`src/rtl/add_seq_if.sv`:
```
// add_seq_if: operand/result bundle for the chunked adder/subtractor.
//   master: drives start, sub, a, b, cin; observes busy, done, sum, cout, ovf
//   slave : the add_seq datapath side of the same signals
interface add_seq_if #(
  parameter int WIDTH = 32
);
  logic             start;
  logic             sub;
  logic [WIDTH-1:0] a;
  logic [WIDTH-1:0] b;
  logic             cin;
  logic             busy;
  logic             done;
  logic [WIDTH-1:0] sum;
  logic             cout;
  logic             ovf;

  modport master (
    output start, sub, a, b, cin,
    input  busy, done, sum, cout, ovf
  );

  modport slave (
    input  start, sub, a, b, cin,
    output busy, done, sum, cout, ovf
  );
endinterface

```
`src/rtl/add_seq.sv`:
```
// add_seq: multi-cycle adder/subtractor that processes CHUNK bits per clock.
//   clk   : sole clock, rising edge
//   reset : synchronous, active-high
//   bus   : add_seq_if slave -- start/sub/a/b/cin in, busy/done/sum/cout/ovf out
// Subtraction is a + ~b + 1, so cout=1 means "no borrow" in sub mode.
//
// state | meaning
// IDLE  | waiting for start; operands are captured on the accepting edge
// RUN   | one CHUNK-wide slice of a + b' + carry per cycle, low slice first
// DONE  | result valid, done pulses for this one cycle
module add_seq #(
  parameter int WIDTH = 32,
  parameter int CHUNK = 8
) (
  input logic     clk,
  input logic     reset,
  add_seq_if.slave bus
);
  localparam int NCHUNK = WIDTH / CHUNK;
  localparam int IDXW   = (NCHUNK > 1) ? $clog2(NCHUNK) : 1;
  localparam logic [IDXW-1:0] LAST_IDX = IDXW'(NCHUNK - 1);

  typedef enum logic [1:0] {IDLE, RUN, DONE} state_t;

  state_t           state;
  logic [WIDTH-1:0] a_r;
  logic [WIDTH-1:0] b_r;
  logic [WIDTH-1:0] sum_r;
  logic             carry;
  logic [IDXW-1:0]  idx;
  logic             busy_r;
  logic             done_r;
  logic             cout_r;
  logic             ovf_r;

  logic [CHUNK-1:0] a_chunk;
  logic [CHUNK-1:0] b_chunk;
  logic [CHUNK:0]   chunk_sum;

  always_comb begin
    a_chunk   = a_r[int'(idx)*CHUNK +: CHUNK];
    b_chunk   = b_r[int'(idx)*CHUNK +: CHUNK];
    chunk_sum = {1'b0, a_chunk} + {1'b0, b_chunk} + {{CHUNK{1'b0}}, carry};
  end

  always_ff @(posedge clk) begin
    if (reset) begin
      state  <= IDLE;
      a_r    <= '0;
      b_r    <= '0;
      sum_r  <= '0;
      carry  <= 1'b0;
      idx    <= '0;
      busy_r <= 1'b0;
      done_r <= 1'b0;
      cout_r <= 1'b0;
      ovf_r  <= 1'b0;
    end else begin
      case (state)
        IDLE: begin
          done_r <= 1'b0;
          if (bus.start) begin
            a_r    <= bus.a;
            b_r    <= bus.sub ? ~bus.b : bus.b;
            carry  <= bus.sub ? 1'b1 : bus.cin;
            idx    <= '0;
            busy_r <= 1'b1;
            state  <= RUN;
          end
        end
        RUN: begin
          sum_r[int'(idx)*CHUNK +: CHUNK] <= chunk_sum[CHUNK-1:0];
          carry <= chunk_sum[CHUNK];
          if (idx == LAST_IDX) begin
            // Last slice: its MSB is the result sign bit, so overflow and
            // carry-out are resolved here together with the final write.
            idx    <= '0;
            cout_r <= chunk_sum[CHUNK];
            ovf_r  <= (a_r[WIDTH-1] == b_r[WIDTH-1]) &&
                      (chunk_sum[CHUNK-1] != a_r[WIDTH-1]);
            done_r <= 1'b1;
            state  <= DONE;
          end else begin
            idx <= idx + 1'b1;
          end
        end
        DONE: begin
          done_r <= 1'b0;
          busy_r <= 1'b0;
          state  <= IDLE;
        end
        default: begin
          done_r <= 1'b0;
          busy_r <= 1'b0;
          state  <= IDLE;
        end
      endcase
    end
  end

  assign bus.busy = busy_r;
  assign bus.done = done_r;
  assign bus.sum  = sum_r;
  assign bus.cout = cout_r;
  assign bus.ovf  = ovf_r;
endmodule

```
`src/flat_wrapper.sv`:
```
// flat-port wrapper written by rule: the top's interface ports become plain ports
module add_seq_flat 
#(
  parameter int WIDTH = 32,
  parameter int CHUNK = 8
)
  (clk, reset, bus_start, bus_sub, bus_a, bus_b, bus_cin, bus_busy, bus_done, bus_sum, bus_cout, bus_ovf);
  add_seq_if #(.WIDTH(WIDTH)) bus_i ();
  input logic clk;
  input logic reset;
  input wire logic [$bits(bus_i.start)-1:0] bus_start;
  input wire logic [$bits(bus_i.sub)-1:0] bus_sub;
  input wire logic [$bits(bus_i.a)-1:0] bus_a;
  input wire logic [$bits(bus_i.b)-1:0] bus_b;
  input wire logic [$bits(bus_i.cin)-1:0] bus_cin;
  output wire logic [$bits(bus_i.busy)-1:0] bus_busy;
  output wire logic [$bits(bus_i.done)-1:0] bus_done;
  output wire logic [$bits(bus_i.sum)-1:0] bus_sum;
  output wire logic [$bits(bus_i.cout)-1:0] bus_cout;
  output wire logic [$bits(bus_i.ovf)-1:0] bus_ovf;
  assign bus_i.start = bus_start;
  assign bus_i.sub = bus_sub;
  assign bus_i.a = bus_a;
  assign bus_i.b = bus_b;
  assign bus_i.cin = bus_cin;
  assign bus_busy = bus_i.busy;
  assign bus_done = bus_i.done;
  assign bus_sum = bus_i.sum;
  assign bus_cout = bus_i.cout;
  assign bus_ovf = bus_i.ovf;
  add_seq #(.WIDTH(WIDTH), .CHUNK(CHUNK)) u_core (.clk(clk), .reset(reset), .bus(bus_i));
endmodule
```
`config.mk`:
```
export PLATFORM = sky130hd
export DESIGN_NAME = add_seq_flat
export DESIGN_NICKNAME = d
export VERILOG_FILES = /design/src/rtl/add_seq_if.sv /design/src/rtl/add_seq.sv /design/src/flat_wrapper.sv
export SDC_FILE = /design/constraint.sdc
export NUM_CORES = 1
export LEC_CHECK = 0
export CORE_MARGIN = 4
export CORE_UTILIZATION = 55
export DETAILED_ROUTE_END_ITERATION = 8
export MAX_ROUTING_LAYER = met4
export PLACE_DENSITY = 0.82
export SLEW_MARGIN = 10
export SYNTH_ARGS = -nofsm -noshare
export SYNTH_HDL_FRONTEND = slang
export SYNTH_SLANG_ARGS = --single-unit
```
`constraint.sdc`:
```
create_clock -name clk -period 7.5 [get_ports clk]
set_input_delay 2.25 -clock clk [delete_from_list [all_inputs] [get_ports clk]]
set_output_delay 2.25 -clock clk [all_outputs]
set_load 0.01 [all_outputs]
```
==> results of run 1 <==
-- layout by cell type, fill, tap and decap left out, drive strengths merged, types with 2 or more instances in the layout --
master,n
nand3b,6
nand4,2
a211oi,35
mux4,16
nand3,3
a21o,4
inv,6
nand2,72
nor3,3
o21ai,8
bufinv,3
xnor2,34
clkdlybuf4s50,102
nor4b,2
a21oi,39
nor3b,2
fa,2
buf,6
dfxtp,105
ha,13
o211ai,2
a31oi,2
a22oi,25
clkbuf,10
nand2b,5
clkinv,2
nor2,71
xor2,2
a32oi,4
-- layout make-up --
| type | instances | area (um^2) |
|---|---|---|
| Multi-Input combinational cell | 361 | 2500 |
| Fill cell | 617 | 2280 |
| Sequential cell | 105 | 2102 |
| Timing Repair Buffer | 108 | 1064 |
| Clock buffer | 10 | 137.6 |
| Tap cell | 105 | 131.4 |
| Clock inverter | 5 | 103.9 |
| Inverter | 6 | 22.52 |
-- synthesized netlist by cell type (all sizes together) (2+ instances only) --
library cell    n
clkbuf         23
nand4           2
o211ai          2
xnor2          34
a21oi          39
xor2            2
nand2b          5
a211oi         35
fa              2
buf            12
a21o            4
a32oi           4
nor3b           2
o21ai           8
inv             6
mux4           16
nand2          72
a31oi           2
nor4b           2
dfxtp         105
nand3b          6
a22oi          25
ha             13
nor3            3
nand3           3
nor2           71
-- power breakdown --
| part | switching [mW] | total [mW] | internal [mW] |
|---|---|---|---|
| registers | 0.0169 | 0.605 | 0.588 |
| clock network | 0.179 | 0.408 | 0.229 |
| logic | 0.121 | 0.229 | 0.108 |
| total | 0.317 | 1.24 | 0.925 |
-- flip-flops by register name, summed over array words and instances, names as in the netlist --
register	flops
u_core.bus.busy	1
u_core.bus.sum	32
u_core.carry	1
u_core.bus.cout	1
u_core.b_r	32
u_core.a_r	32
u_core.idx	2
u_core.bus.ovf	1
u_core.state	2
u_core.bus.done	1
-- stage by stage --
stage,setup WS (ps),util
after floorplan,4228,-
after global placement,3389,0.6977
after detailed placement,3329,0.6977
after CTS,3665,0.7267
after global routing,3482,0.7267
final,3652,0.7267
-- critical path: cells and delay by family --
family	cells	cell delay (ps)
AOI/OAI and AO/OA	1	220
buffers and inverters	2	1170
and+or+nand+nor	2	400
-- cell families after synthesis --
family | count (synthesis)
AOI/OAI and AO/OA | 123
xor gates and xnor gates | 36
adders and majority gates | 15
buffers and inverters | 41
DFF | 105
muxes | 16
and+or+nand+nor | 171
-- final timing paths --
| check | startpoint | endpoint |
|---|---|---|
| hold reg to reg | u_core.a_r[21]$_SDFFE_PP0P_ | u_core.a_r[21]$_SDFFE_PP0P_ |
| setup / recovery | bus_start | u_core.a_r[13]$_SDFFE_PP0P_ |
| hold / removal | u_core.a_r[21]$_SDFFE_PP0P_ | u_core.a_r[21]$_SDFFE_PP0P_ |
| setup reg to reg | u_core.idx[0]$_SDFFE_PP0P_ | u_core.bus.sum[30]$_SDFFE_PP0P_ |
-- routing by layer --
layer  wire, um  part of all wire
met4        206             0.019
met1       4894              0.45
met3        609             0.055
met2       5273              0.48
met5          0                 0
==> results.cfg, run 1 <==
[cells_and_area]
final_cells = 700
syn2layout_area_growth_pct = 27.11
drive_gt1_frac = 0.07731
stdcell_area_um2 = 6061
n_antenna_cell = 0
nets = 675

[route]
drt_iter0_drc = 197
totalWireLength_um = 10990
num_vias = 3937
firstDrtPassIters = 4
wl_per_cell_um = 15.69
drc = 0
ant_nets = 0
viasPerCell = 5.624

[timing]
fin_skew_ps = 13.00
worst_pin_slew_ps = 1052
rsz0062_at_grt = no
fin_setup_tns_ps = 0
min_period_ps = 3848
drv_slew = 0
hold_viol_final = 0
fin_crit_sh = 0.5131
max_freq_mhz = 259.8
whs_ps = 453.2
setup_viol = 0
slew_headroom = 0.2986

[worst_setup_path]
worstPathMaxFanout = 97
end_kind = register
slowest_delay_ps = 670
crit_path_top_delay_cell = buf_4
arrival_ps = 4110
path_class = primary input to register
r2r_slack_ps = 3910
cp.required_ps = 7760
reg2reg_depth = 9
path_cells = clkdlybuf4s50_1, nor3b_4, buf_4, nand2_1, a21oi_1
worstSetupStartpointType = primary input

[die]
core_um2 = 8341
start_util = 0.5717
die-area_um2 = 10220
die_w_um = 101.1
ios = 105
die_h_um = 101.1
placementRows = 33

[cts]
cts_hold_buffers = 0
clock-sinks = 105
clkTransAtPathRegs_ps = 80
cts_resized = 0
cts_max_level = 3
numCtsBuffers = 9
cts_buffer_depth = 2
clkLatencyLatePin_ps = 360
post_cts_buffers = 0
cts_tree = yes
root_buffer = clkbuf_8

[grt]
grt_pass1_wl_um = 17880
grt_overflow_total = 0
gr-usage-met3 = 0.03945
grt_usage = 0.2238
grtUsageMet1 = 0.2968
met2_usage = 0.3531
grt_pass1_vias = 3689
grt_max_degree = 107
antenna_found_initial = 0
busiest_layer = met2

[pwr]
leakagePower_nw = 2.191
vdd_ir_drop_max_v = 0.0001071
total_power_mw = 1.242
power.density_nw_per_um2 = 205.0

[logic_synthesis]
synth_flop_cell = dfxtp_1
synth_top_family_by_area = compound AO/OA/AOI/OAI gates
synth_seq_cells = 105
syn_inst = 507
synth_adder_area_share = 0.04251
ys_async_sr_fraction = 0
synth_compound_area_frac = 0.1716
synth_area_leaders = dfxtp_1, mux4_2, xnor2_1
synth-simple-area-share = 0.1671
muxShareOfSynthArea = 0.07557
seq_area_frac_synth = 0.4408
syn_avg_cell_area_um2 = 9.405
syn-num-nets = 591
yosysWarnings = 0
synth_edf_count = 0
yosysUniqueCellTypes = 42
yosysTopAreaCell = dfxtp_1
yosysTopAreaCellShare = 0.4408
netlist_area_um2 = 4768
synth_xor_area_frac = 0.06612

[status]
outcome = complete, no violations

[place]
dp.cells = 685
port_buffers = 104
postPlaceCellArea_um2 = 5819
hpwl_um = 7800
gp_congestion = 0.7887

[min_path]
hold_path_depth = 2
min_path_type = register to register

[job]
maxCapViolCount = 0
No activity file was read; power rests on OpenSTA's default activity.
==> inputs of run 2 (changes only) <==
--- a/config.mk
+++ b/config.mk
@@ -6,10 +6,10 @@
 export NUM_CORES = 1
 export LEC_CHECK = 0
 export CORE_MARGIN = 4
-export CORE_UTILIZATION = 55
+export CORE_UTILIZATION = 51
 export DETAILED_ROUTE_END_ITERATION = 8
 export MAX_ROUTING_LAYER = met4
-export PLACE_DENSITY = 0.82
+export PLACE_DENSITY = 0.76
 export SLEW_MARGIN = 10
 export SYNTH_ARGS = -nofsm -noshare
 export SYNTH_HDL_FRONTEND = slang
==> constraint.sdc (replaced) <==
create_clock -name clk -period 4.03 [get_ports clk]
set_input_delay 1.209 -clock clk [delete_from_list [all_inputs] [get_ports clk]]
set_output_delay 1.209 -clock clk [all_outputs]
set_load 0.01 [all_outputs]
==> run 2 against run 1 <==
Sequential power rose by 87%; power is 78% higher; clock power up 61%; critical path depth is 4 higher; critical path type is now register to register; register-to-register slack got worse by 3100 ps; critical endpoint is now u_core.bus.sum[6]$_SDFFE_PP0P_; first-iteration DRC count decreased by 8.1%; combinational power is 90% higher; die area up 7.2%.
==> results.cfg, run 2 (synthesized netlist as in run 1, its figures left out) <==
[timing]
drv_slew = 0
rsz0062_at_grt = no
setup_viol = 0
max_freq_mhz = 309.7
slew_headroom = 0.4218
hold_viol_final = 0
fin_setup_tns_ps = 0
worst_pin_slew_ps = 867.2
fin_skew_ps = 10.20
fin_crit_sh = 0.8013
min_period_ps = 3229

[die]
start_util = 0.5210
die-area_um2 = 10960
die_w_um = 104.7
ios = 105
die_h_um = 104.7
core_um2 = 9153
placementRows = 35

[route]
totalWireLength_um = 11200
firstDrtPassIters = 5
drt_iter0_drc = 181
wl_per_cell_um = 15.71
viasPerCell = 5.575
ant_nets = 0
drc = 0
num_vias = 3975

[place]
gp_congestion = 0.8503
hpwl_um = 8397
postPlaceCellArea_um2 = 5884
port_buffers = 104

[cts]
cts_hold_buffers = 0
cts_max_level = 3
cts_buffer_depth = 2
cts_tree = yes
post_cts_buffers = 0
clkTransAtPathRegs_ps = 100
clock-sinks = 105
cts_resized = 0
clkLatencyLatePin_ps = 370
numCtsBuffers = 9
root_buffer = clkbuf_8

[grt]
grt_pass1_vias = 3815
antenna_found_initial = 0
grt_pass1_wl_um = 18460
grt_max_degree = 76
grt_overflow_total = 0
grt_usage = 0.2114

[cells_and_area]
fillCellCount = 747
syn2layout_area_growth_pct = 27.47
final_cell_mix = dfxtp_1, clkdlybuf4s50_1, nor2_1
drive_gt1_frac = 0.08638
stdcell_area_um2 = 6078
n_antenna_cell = 0
mostFrequentLayoutCell = dfxtp_1
nets = 681

[worst_setup_path]
end_kind = register
slowest_delay_ps = 530
path_cells = buf_4, mux4_2, fa_1, fa_1, a211oi_1, or4b_1, nand4_1, a22oi_1, nor2_1
cp.required_ps = 4260
worstSetupStartpointType = register
arrival_ps = 3460
crit_path_top_delay_cell = mux4_2
path_class = register to register
path_common_cell = fa_1
worstPathMaxFanout = 9

[pwr]
vdd_ir_drop_max_v = 0.0001861
leakagePower_nw = 2.192
power.density_nw_per_um2 = 364.7

[job]
maxCapViolCount = 0

[status]
outcome = complete, no violations

[min_path]
min_path_type = register to register
run 2: critical path: cells and delay by family (launching register included):
kind                     cells  cell delay (ps)
AO/OA/AOI/OAI                2              560
adder cells (fa/ha/maj)      2              950
buffers and inverters        1              250
flip-flops                   1              400
multiplexers                 1              530
AND/OR/NAND/NOR              3              390
run 2: stage by stage:
step	power [mW]	hold WS, ps	utilization	worst slack [ps]	instances
floorplan	1.424	433.1	-	862.8	507
global placement	1.569	440.4	0.6429	938.5	697
detailed placement	1.585	447.2	0.6429	802.4	697
CTS	2.224	460.7	0.6641	789.2	713
global route	2.315	482.7	0.6641	559.6	713
finish	2.217	458.0	0.6641	800.8	713
run 2: final cells by class:
type	instances	area, um^2	share of cell area
Clock buffer	10	127.6	0.02100
Clock inverter	6	66.31	0.01091
Inverter	6	22.52	0.003705
Multi-Input combinational cell	361	2500	0.4113
Sequential cell	105	2102	0.3458
Tap cell	111	138.9	0.02285
Timing Repair Buffer	114	1121	0.1844
run 2: where the power goes:
group	switching, mW	total (mW)	internal, mW	leakage (nW)
clock	0.366	0.655	0.289	0.0889
sequential	0.0322	1.13	1.10	0.860
combinational	0.227	0.435	0.208	1.24
total	0.625	2.22	1.59	2.19
run 2: metal layers:
layer / vias up / wire (um) / track usage
met4: 0 / 189 / 0.05904
met3: 19 / 613 / 0.03891
met1: 1867 / 4988 / 0.2713
met2: 123 / 5409 / 0.3450
li1: 1966 / - / -
met5: - / 0 / -
run 2: worst paths after layout:
| kind | from | end | slack [ps] | cells after the start |
|---|---|---|---|---|
| worst max-delay path | u_core.idx[0]$_SDFFE_PP0P_ | u_core.bus.sum[6]$_SDFFE_PP0P_ | 800 | 9 |
| worst min-delay path | u_core.a_r[14]$_SDFFE_PP0P_ | u_core.a_r[14]$_SDFFE_PP0P_ | 460 | 2 |
| worst max register to register | u_core.idx[0]$_SDFFE_PP0P_ | u_core.bus.sum[6]$_SDFFE_PP0P_ | 800 | 9 |
| worst min register to register | u_core.a_r[14]$_SDFFE_PP0P_ | u_core.a_r[14]$_SDFFE_PP0P_ | 460 | 2 |
==> inputs of run 3 (changes only) <==
--- a/config.mk
+++ b/config.mk
@@ -6,10 +6,10 @@
 export NUM_CORES = 1
 export LEC_CHECK = 0
 export CORE_MARGIN = 4
-export CORE_UTILIZATION = 51
+export CORE_UTILIZATION = 46
 export DETAILED_ROUTE_END_ITERATION = 8
 export MAX_ROUTING_LAYER = met4
-export PLACE_DENSITY = 0.76
+export PLACE_DENSITY = 0.73
 export SLEW_MARGIN = 10
 export SYNTH_ARGS = -nofsm -noshare
 export SYNTH_HDL_FRONTEND = slang
==> constraint.sdc (replaced) <==
create_clock -name clk -period 2.85 [get_ports clk]
set_input_delay 0.855 -clock clk [delete_from_list [all_inputs] [get_ports clk]]
set_output_delay 0.855 -clock clk [all_outputs]
set_load 0.01 [all_outputs]
==> run 3 against run 2 <==
Power increased by 42%; final area up 1.5%; sequential share of layout area decreased by 0.42 points; worst hold slack better by 0.52 ps; sequential power rose by 42%; die area is 10% higher; global-route usage is 0.89 points lower.
==> results.cfg, run 3 (synthesized netlist as in run 1, its figures left out) <==
[route]
totalWireLength_um = 11480
drc = 0
drt_iter0_drc = 229
num_vias = 3961
wl_per_cell_um = 15.62
ant_nets = 0
firstDrtPassIters = 4
viasPerCell = 5.389

[job]
maxCapViolCount = 0

[die]
ios = 105
start_util = 0.4790
die_h_um = 109.8
die_w_um = 109.8
core_um2 = 9955
placementRows = 36
die-area_um2 = 12060

[timing]
fin_skew_ps = 11.46
hold_viol_final = 0
setup_viol = 0
slew_headroom = 0.6016
max_freq_mhz = 364.8
min_period_ps = 2741
drv_slew = 0
fin_crit_sh = 0.9618
worst_pin_slew_ps = 595.2

[cells_and_area]
fillCellCount = 847
n_antenna_cell = 0
fin_util = 0.6197
syn2layout_area_growth_pct = 29.36
nets = 681
stdcell_area_um2 = 6168
mostFrequentLayoutCell = dfxtp_1
drive_gt1_frac = 0.1013
final_cell_mix = dfxtp_1, clkdlybuf4s50_1, nor2_1

[worst_setup_path]
crit_family = adder cells
cp.depth = 8
path_class = register to register
arrival_ps = 2980
worstSetupStartpointType = register
crit_path_top_delay_cell = mux4_2
reg2reg_depth = 8
r2r_slack_ps = 110
path_common_cell = fa_2
slowest_delay_ps = 530
r2r-end = u_core.bus.sum[14]$_SDFFE_PP0P_
path_cells = mux4_2, fa_2, fa_2, a211oi_4, or4b_1, nand4_1, a22oi_1, nor2_1
cp.required_ps = 3090
worstPathBufferInverterCount = 0
crit_start = u_core.idx[0]$_SDFFE_PP0P_
r2r-start = u_core.idx[0]$_SDFFE_PP0P_
end_kind = register
worstPathMaxFanout = 4
crit_end = u_core.bus.sum[14]$_SDFFE_PP0P_

[grt]
grt_overflow_total = 0
grt_max_degree = 98
grt_pass1_wl_um = 18620
grt_pass1_vias = 3765
grt_usage = 0.2025
antenna_found_initial = 0

[place]
gp_congestion = 0.8706
port_buffers = 104
hpwl_um = 8698
postPlaceCellArea_um2 = 5926

[pwr]
leakagePower_nw = 2.214
vdd_ir_drop_max_v = 0.0002462
power.density_nw_per_um2 = 511.9

[status]
outcome = complete, no violations

[cts]
cts_tree = yes
clkTransAtPathRegs_ps = 100
cts_max_level = 3
root_buffer = clkbuf_8
cts_buffer_depth = 2
clkLatencyLatePin_ps = 360
numCtsBuffers = 9
clock-sinks = 105

[min_path]
min_path_type = register to register
## run 3: metal layers
| layer | track usage | wire length [um] | share of wire | vias to the layer above |
|---|---|---|---|---|
| li1 | - | - | - | 1969 |
| met1 | 0.2642 | 5064 | 0.44 | 1849 |
| met2 | 0.3211 | 5472 | 0.48 | 126 |
| met3 | 0.03347 | 751 | 0.065 | 17 |
| met4 | 0.06679 | 193 | 0.017 | 0 |
| met5 | - | 0 | 0 | - |
## run 3: worst min path at each step
stage / start / to / slack (ps) / cells past startpoint
after global routing: u_core.a_r[6]$_SDFFE_PP0P_ / u_core.a_r[6]$_SDFFE_PP0P_ / 490 / 2
final: u_core.a_r[16]$_SDFFE_PP0P_ / u_core.a_r[16]$_SDFFE_PP0P_ / 460 / 2
after CTS: u_core.a_r[16]$_SDFFE_PP0P_ / u_core.a_r[16]$_SDFFE_PP0P_ / 460 / 2
after detailed placement: u_core.a_r[16]$_SDFFE_PP0P_ / u_core.a_r[16]$_SDFFE_PP0P_ / 450 / 2
after floorplan: u_core.a_r[16]$_SDFFE_PP0P_ / u_core.a_r[16]$_SDFFE_PP0P_ / 430 / 2
after global placement: u_core.a_r[17]$_SDFFE_PP0P_ / u_core.a_r[17]$_SDFFE_PP0P_ / 440 / 2
## run 3: power breakdown
part / switching, mW / internal [mW]
combinational: 0.323 / 0.302
clock: 0.518 / 0.414
sequential: 0.0528 / 1.55
## run 3: tightest hold or removal path, delay by kind of cell, from the launching register on
family,cells,cell delay (ps)
compound gates,1,50
flops,1,320
simple gates,1,50
## run 3: what timing repair did
item,in CTS,in global routing
gates resized for setup,0,9
setup buffers,0,1
endpoints found under the setup margin,0,13
hold buffers,0,0
## run 3: stage by stage
step | TNS, ps | setup WS (ps) | instances | hold WS [ps] | total power [mW]
after floorplan | 0 | 35.57 | 507 | 433.1 | 2.019
after global placement | 0 | 105.1 | 718 | 441.1 | 2.226
after detailed placement | 0 | 38.19 | 718 | 446.0 | 2.249
after CTS | 0 | 16.16 | 734 | 459.2 | 3.160
after global routing | -55.55 | -22.03 | 735 | 485.8 | 3.305
final | 0 | 108.9 | 735 | 458.5 | 3.158
## run 3: layout make-up
class                   instances  area [um^2]  share of cell area
multi-input cells             361         2529              0.4099
flip-flops and latches        105         2107              0.3416
repair buffers                114         1141              0.1850
well taps                     133        166.4             0.02698
clock buffers                   9        123.9             0.02008
clock inverters                 7        78.83             0.01278
inverters                       6        22.52            0.003651
